--- src/rtl/regbus_rr_arbiter.sv ---
// Round-robin arbiter that shares one register-bus target between NumReq requesters,
// with zero-latency forwarding, a per-transaction timeout, and a saturating timeout counter.

package regbus_rr_arbiter_pkg;
  localparam int unsigned AddrWidth = 32;
  localparam int unsigned DataWidth = 32;

  typedef struct packed {
    logic                   valid;
    logic                   write;
    logic [AddrWidth-1:0]   addr;
    logic [DataWidth-1:0]   wdata;
    logic [DataWidth/8-1:0] wstrb;
  } req_t;

  typedef struct packed {
    logic                 ready;
    logic [DataWidth-1:0] rdata;
    logic                 error;
  } rsp_t;
endpackage

module regbus_rr_arbiter #(
  parameter int unsigned NumReq        = 4,
  parameter int unsigned TimeoutCycles = 256,
  parameter type         req_t         = regbus_rr_arbiter_pkg::req_t,
  parameter type         rsp_t         = regbus_rr_arbiter_pkg::rsp_t,
  localparam int unsigned IdW          = (NumReq > 1) ? $clog2(NumReq) : 1
) (
  input  logic           clk_i,
  input  logic           rst_ni,
  input  req_t           req_i [NumReq],
  output rsp_t           rsp_o [NumReq],
  output req_t           req_o,
  input  rsp_t           rsp_i,
  output logic [IdW-1:0] grant_id_o,
  output logic           timeout_o,
  output logic [15:0]    timeout_cnt_o
);

  localparam bit          TimeoutEn  = (TimeoutCycles != 0);
  localparam logic [15:0] TimeoutVal = 16'(TimeoutCycles);

  typedef enum logic {IDLE, BUSY} state_e;

  state_e         state_q, state_d;
  logic [IdW-1:0] ptr_q, ptr_d;
  logic [IdW-1:0] lock_q, lock_d;
  logic [15:0]    cnt_q, cnt_d;
  logic [15:0]    tcnt_q, tcnt_d;

  logic [IdW-1:0] winner;
  logic           any_valid;

  function automatic logic [IdW-1:0] next_idx(input logic [IdW-1:0] idx);
    return (idx == IdW'(NumReq - 1)) ? '0 : idx + IdW'(1);
  endfunction

  // First valid requester scanning upward from ptr_q, wrapping at NumReq.
  always_comb begin
    int unsigned idx;
    winner    = '0;
    any_valid = 1'b0;
    for (int unsigned i = 0; i < NumReq; i++) begin
      idx = int'(ptr_q) + i;
      if (idx >= NumReq) idx = idx - NumReq;
      if (!any_valid && req_i[idx].valid) begin
        any_valid = 1'b1;
        winner    = IdW'(idx);
      end
    end
  end

  always_comb begin
    // NOTE: every output and next-state signal gets a default first so no path leaves one unassigned (no latches).
    state_d    = state_q;
    ptr_d      = ptr_q;
    lock_d     = lock_q;
    cnt_d      = cnt_q;
    tcnt_d     = tcnt_q;
    req_o      = '0;
    rsp_o      = '{default: '0};
    grant_id_o = '0;
    timeout_o  = 1'b0;

    unique case (state_q)
      IDLE: begin
        cnt_d = '0;
        if (any_valid) begin
          req_o          = req_i[winner];
          grant_id_o     = winner;
          rsp_o[winner]  = rsp_i;
          if (rsp_i.ready) begin
            ptr_d = next_idx(winner);
          end else begin
            state_d = BUSY;
            lock_d  = winner;
            cnt_d   = 16'd1;
          end
        end
      end
      BUSY: begin
        grant_id_o = lock_q;
        if (TimeoutEn && (cnt_q == TimeoutVal)) begin
          // Target readiness is deliberately ignored here: the timeout wins.
          rsp_o[lock_q].ready = 1'b1;
          rsp_o[lock_q].error = 1'b1;
          timeout_o           = 1'b1;
          ptr_d               = next_idx(lock_q);
          state_d             = IDLE;
          if (tcnt_q != 16'hFFFF) tcnt_d = tcnt_q + 16'd1;
        end else if (!req_i[lock_q].valid) begin
          state_d = IDLE;
        end else begin
          req_o         = req_i[lock_q];
          rsp_o[lock_q] = rsp_i;
          if (rsp_i.ready) begin
            ptr_d   = next_idx(lock_q);
            state_d = IDLE;
          end else begin
            cnt_d = cnt_q + 16'd1;
          end
        end
      end
      default: state_d = IDLE;
    endcase

    // Forwarding paths are combinational, so hold them quiet while reset is asserted.
    if (!rst_ni) begin
      req_o     = '0;
      rsp_o     = '{default: '0};
      timeout_o = 1'b0;
    end
  end

  assign timeout_cnt_o = tcnt_d;

  // NOTE: sequential state uses non-blocking assignments so all registers update together at the edge.
  always_ff @(posedge clk_i or negedge rst_ni) begin
    if (!rst_ni) begin
      state_q <= IDLE;
      ptr_q   <= '0;
      lock_q  <= '0;
      cnt_q   <= '0;
      tcnt_q  <= '0;
    end else begin
      state_q <= state_d;
      ptr_q   <= ptr_d;
      lock_q  <= lock_d;
      cnt_q   <= cnt_d;
      tcnt_q  <= tcnt_d;
    end
  end

endmodule

--- config.mk ---
export PLATFORM = sky130hd
export DESIGN_NAME = regbus_rr_arbiter
export DESIGN_NICKNAME = d
export VERILOG_FILES = /design/src/rtl/regbus_rr_arbiter.sv
export SDC_FILE = /design/constraint.sdc
export NUM_CORES = 1
export LEC_CHECK = 0
export BUFFER_PORTS_ARGS = -buffer_cell sky130_fd_sc_hd__buf_2
export CAP_MARGIN = 40
export CORE_AREA = 2 2 210 212
export DETAILED_ROUTE_END_ITERATION = 6
export DIE_AREA = 0 0 212 214
export PLACE_DENSITY_LB_ADDON = 0.05
export SLEW_MARGIN = 20
export SYNTH_ARGS = -nofsm -noshare
export SYNTH_HDL_FRONTEND = slang
export SYNTH_SLANG_ARGS = --single-unit
--- constraint.sdc ---
create_clock -name clk_i -period 4.95 [get_ports clk_i]
set_input_delay 0.7425 -clock clk_i [delete_from_list [all_inputs] [get_ports clk_i]]
set_output_delay 0.7425 -clock clk_i [all_outputs]
set_load 0.03 [all_outputs]
* Word level (Yosys, flattened, before mapping) *
Index checks and enable logic that the tools add are counted.
W data, S select, Z words.

word-level totals
  logic and storage cells = 136
  register bits after elaboration = 37
  input port bits = 316
  output and inout bits = 225

cells by class
  $lt $le $gt $ge = 12
  equality and inequality tests = 11
  add/sub/neg operators = 11
  muxes and demuxes = 76
  reduce and logical (&&, ||, !) cells = 11
  bitwise gates (word level) = 10

operators by type and width
  cell                     number
  $mux W70                 16
  $bmux W70 S2             6
  $mux W136                4
  $and A136 B136 Y136      2
  $demux W34 S2            4
  $pmux W136 S2            1
  $pmux W70 S2             1
  $bwmux W136              1
  $ge A33 B3 Y1 const B    4
  $not A32 Y33             4
  $mux W32                 4
  $mux W34                 3
  $mux W16                 6
  $add A16 B1 Y16 const B  2
  $pmux W16 S2             1
  $mux W2                  12
  $eq A16 B9 Y1 const B    1
  $ne A16 B16 Y1 const B   1
  $ge A3 B3 Y1 const B     5
  $mux W1                  14
  $sub A3 B3 Y4 const B    3
  $ne A2 B2 Y1 const B     4
  $pmux W2 S2              2
  $add A2 B2 Y3 const B    2
  16 further kinds         28

* Longest topological paths before layout *
  word-level depth = 25
  gate-level depth with buffers = 10
  mapped depth without buffers = 8

* Worst setup path after synthesis *
OpenSTA, ideal clock, no wires.

  path type = input to output
  start point = in req_i[139] in the netlist's numbering
  end point = out req_o[10] in the netlist's numbering
  required time = 4.208 ns
  path buffers = 2
  arrival = 3.546 ns
  stages on the path = 7
  path slack = 0.661 ns
  cells stage by stage = nor2b_1 -> a221o_1 -> nand2_1 -> buf_4 -> clkbuf_1 -> a211oi_1 -> a2111oi_0

RTL lines
  what                line  RTL
  start: declaration  32    input req_t req_i [NumReq],
  end: declaration    34    output req_t req_o,

==> results by group <==
Detailed routing
  • Routed vias: 9891
  • TritonRoute pass-1 iters: 5
  • Wire length per cell: 22.7 um
  • DRC viols: 0
  • Final WL: 45.8 mm
  • DR iter-0 viols: 662
  • Post-DRT Antenna Nets: 0
  • Vias per cell: 4.91

STA
  • Worst-case clock skew: 0.00851 ns
  • Max_slew headroom: 0.451
  • Fin worst setup slack: 0.731 ns
  • Setup Viol. Count Final: 0
  • Slew Limit Fails: 0
  • Final period utilization: 0.852
  • Fmax achieved: 0.237 GHz
  • RSZ-0062 raised after global routing: false
  • Sum Neg Setup Slack: 0 ns
  • Hold Vio Cnt, Final: 0
  • Worst slew pin tran: 0.824 ns
  • Min cycle time layout: 4.22 ns

Setup path
  • Reg2reg end: ptr_q[1]
  • Cells on worst reg2reg path: 8
  • Req. time, crit path: 4.21 ns
  • Crit-path cells: buf_2 -> nor2b_1 -> a221o_2 -> nand2_4 -> inv_4 -> buf_4 -> ha_1 -> a21oi_2 -> buf_4 -> nor2_1 -> buf_2
  • R2r startpoint: ptr_q[1]
  • Slowest stage cell, crit path: buf_4
  • Crit path DAT: 3.48 ns
  • R2R Setup Slk: 2.08 ns
  • CP Class: in2out
  • CP max stage delay: 0.57 ns
  • Critical path endpoint category: primary output
  • Worst Path Max Fanout: 42
  • Nature of the critical path startpoint: input port

Clocking
  • Root Buffer: clkbuf_16
  • Clock Latency Late Sink: 0.29 ns
  • TritonCTS buffer count: 5
  • Post-CTS Repair Setup Buffers: 0
  • Clk sinks: 37
  • Clock buffer depth: 2
  • Hold buffer count at CTS: 0
  • Resized cells post-CTS: 0
  • Worst-path clk slew: 0.05 ns
  • CTS tree: done
  • # H-tree levels: 2

Global routing
  • Met2 Use GR: 0.344
  • Vias in the first global route: 10100
  • First-pass GRT wire length: 66.2 mm
  • Total GRT Usage: 0.191
  • Gr ovfl total: 0
  • Largest net degree at the start of global routing: 74
  • Antenna violations before repair: 24
  • Met1 Usage GRT: 0.224
  • Busiest grt layer: met2
  • Grt met3 use: 0.0476

Synth
  • Most area-consuming cells after synthesis: mux4_2 (21%), dfrtp_1 (12%), mux2i_1 (8.9%)
  • Cell count after synthesis: 940
  • EDFF count, synth: 0
  • Synth Area per Inst: 8.11 sq um
  • Top cells by count, synth: nor2_1 (126), nor3_1 (108), and3_1 (74)
  • Syn Nets: 1264
  • Synth Flop Type: dfrtp_1
  • #FFs+latches synth: 37
  • Register area share after synthesis: 0.121
  • FFs w/ async S/R, synth: 1.00
  • Most common cell in the netlist: nor2_1
  • Area leader, netlist: mux4_2
  • Yosys top cell area share: 0.207
  • Synth warn: 0
  • Yosys cell types: 55
  • Post-synthesis cell area: 0.00762 sq mm

Run status
  • Status: completed

Finish
  • # nets final: 1736
  • Filler cells: 4803
  • Design area: 0.0111 sq mm
  • Post-Layout Cell Count: 2014
  • Layout Area Growth over Synthesis: 46.0%
  • Layout cells sized above 1: 0.483

Placed design
  • Port Buffers: 540
  • Place WS: 0.651 ns
  • Area after DPL: 0.0109 sq mm
  • DP HPWL: 34.4 mm
  • DP Cell Count: 1990
  • Gpl congestion: 0.827

Pwr
  • P per Cell Area: 384 mW/mm^2
  • VDD IR max: 0.000243 V
  • Leakage: 0.00528 uW

Die
  • I/O Pins: 541
  • Row cnt: 76
  • Initial Util: 0.178
  • Die ar.: 0.0454 sq mm
  • Die Ht: 214 um
  • CORE AREA: 0.0429 sq mm
  • Die X: 212 um

Min path
  • Hold Path End: tcnt_q[11]
  • Hold Path Depth: 1
  • Worst hold-check path type: reg2reg
  • Hold_sp: tcnt_q[11]

Job
  • Max-Cap Viols: 0
-- sequential cells by signal (all words and copies together), names as in the netlist --
name     cells
cnt_q       16
tcnt_q      16
state_q      1
lock_q       2
ptr_q        2
-- layout make-up --
cell class | count | area (sq um) | share of cell area
Antenna cell | 16 | 40.0 | 0.00360
Clock buffer | 8 | 146 | 0.0132
Inverter | 16 | 63.8 | 0.00573
Multi-Input combinational cell | 774 | 6190 | 0.556
Sequential cell | 37 | 933 | 0.0839
Tap cell | 585 | 732 | 0.0658
Timing Repair Buffer | 578 | 3020 | 0.272
-- power by group --
part	switching, uW	leakage, uW	total (uW)	internal, uW
registers	25.0	0.000504	351	326
clock network	126	0.0000713	327	201
logic	2300	0.00470	3590	1290
total	2450	0.00528	4270	1820
-- metal layers --
layer | vias up | wire length, um
met2 | 415 | 23400
met4 | 16 | 702
met5 | - | 108
met1 | 4760 | 18000
met3 | 51 | 3560
li1 | 4649 | -
-- through the flow --
step,util,power [uW],hold slack (ns)
after floorplan,-,2840,0.447
after global placement,0.255,4030,0.484
after detailed placement,0.255,4000,0.479
after CTS,0.259,4340,0.493
after global routing,0.259,4580,0.518
final,0.259,4270,0.490
-- worst max-delay path, delay by kind of cell --
| family | cells | cell delay, ns |
|---|---|---|
| AOI/OAI and AO/OA | 2 | 0.27 |
| adders and majority gates | 1 | 0.34 |
| buffers and inverters | 5 | 1.67 |
| and+or+nand+nor | 3 | 0.38 |
-- cell usage in the layout, fill, tap and decap left out, types with 3 or more instances in the layout --
cell	synthesis	routed
clkbuf_16	0	5
o21ai_0	6	6
nand2_1	56	55
buf_2	32	540
nor3_1	108	108
a211oi_1	69	69
buf_4	7	34
buf_12	0	3
dfrtp_1	37	35
a21oi_1	8	7
xnor2_1	15	15
mux2_2	7	7
and3_1	74	74
nand3_1	17	17
xor2_1	9	9
inv_1	13	13
diode_2	0	16
o32ai_1	6	6
ha_1	8	8
nor4_1	8	8
nor2_1	126	125
mux4_2	70	70
and4_1	3	3
a2111oi_0	69	68
nand4_1	6	6
and2_1	9	9
mux2i_1	68	68
-- worst max path at each step --
stage | startpoint | to | slack [ns] | cells past startpoint
after floorplan | req_i[139] | req_o[10] | 0.66 | 7
after global placement | req_i[209] | req_o[59] | 0.68 | 8
after detailed placement | req_i[209] | rsp_o[22] | 0.65 | 11
after CTS | req_i[209] | rsp_o[22] | 0.65 | 11
after global routing | req_i[139] | rsp_o[22] | 0.50 | 11
final | req_i[139] | rsp_o[22] | 0.73 | 11
-- cells by family (layout without fill, tap and decap cells) --
group | count (synthesis) | count (layout) | share of synthesized area
xor+xnor | 24 | 24 | 0.0276
buf+inv | 129 | 602 | 0.0727
fa+ha+maj | 8 | 8 | 0.0131
flops | 37 | 37 | 0.121
simple gates | 420 | 420 | 0.271
other cells | 0 | 16 | 0
mux | 145 | 145 | 0.307
compound gates | 177 | 177 | 0.188
No activity file was read; power rests on OpenSTA's default activity.
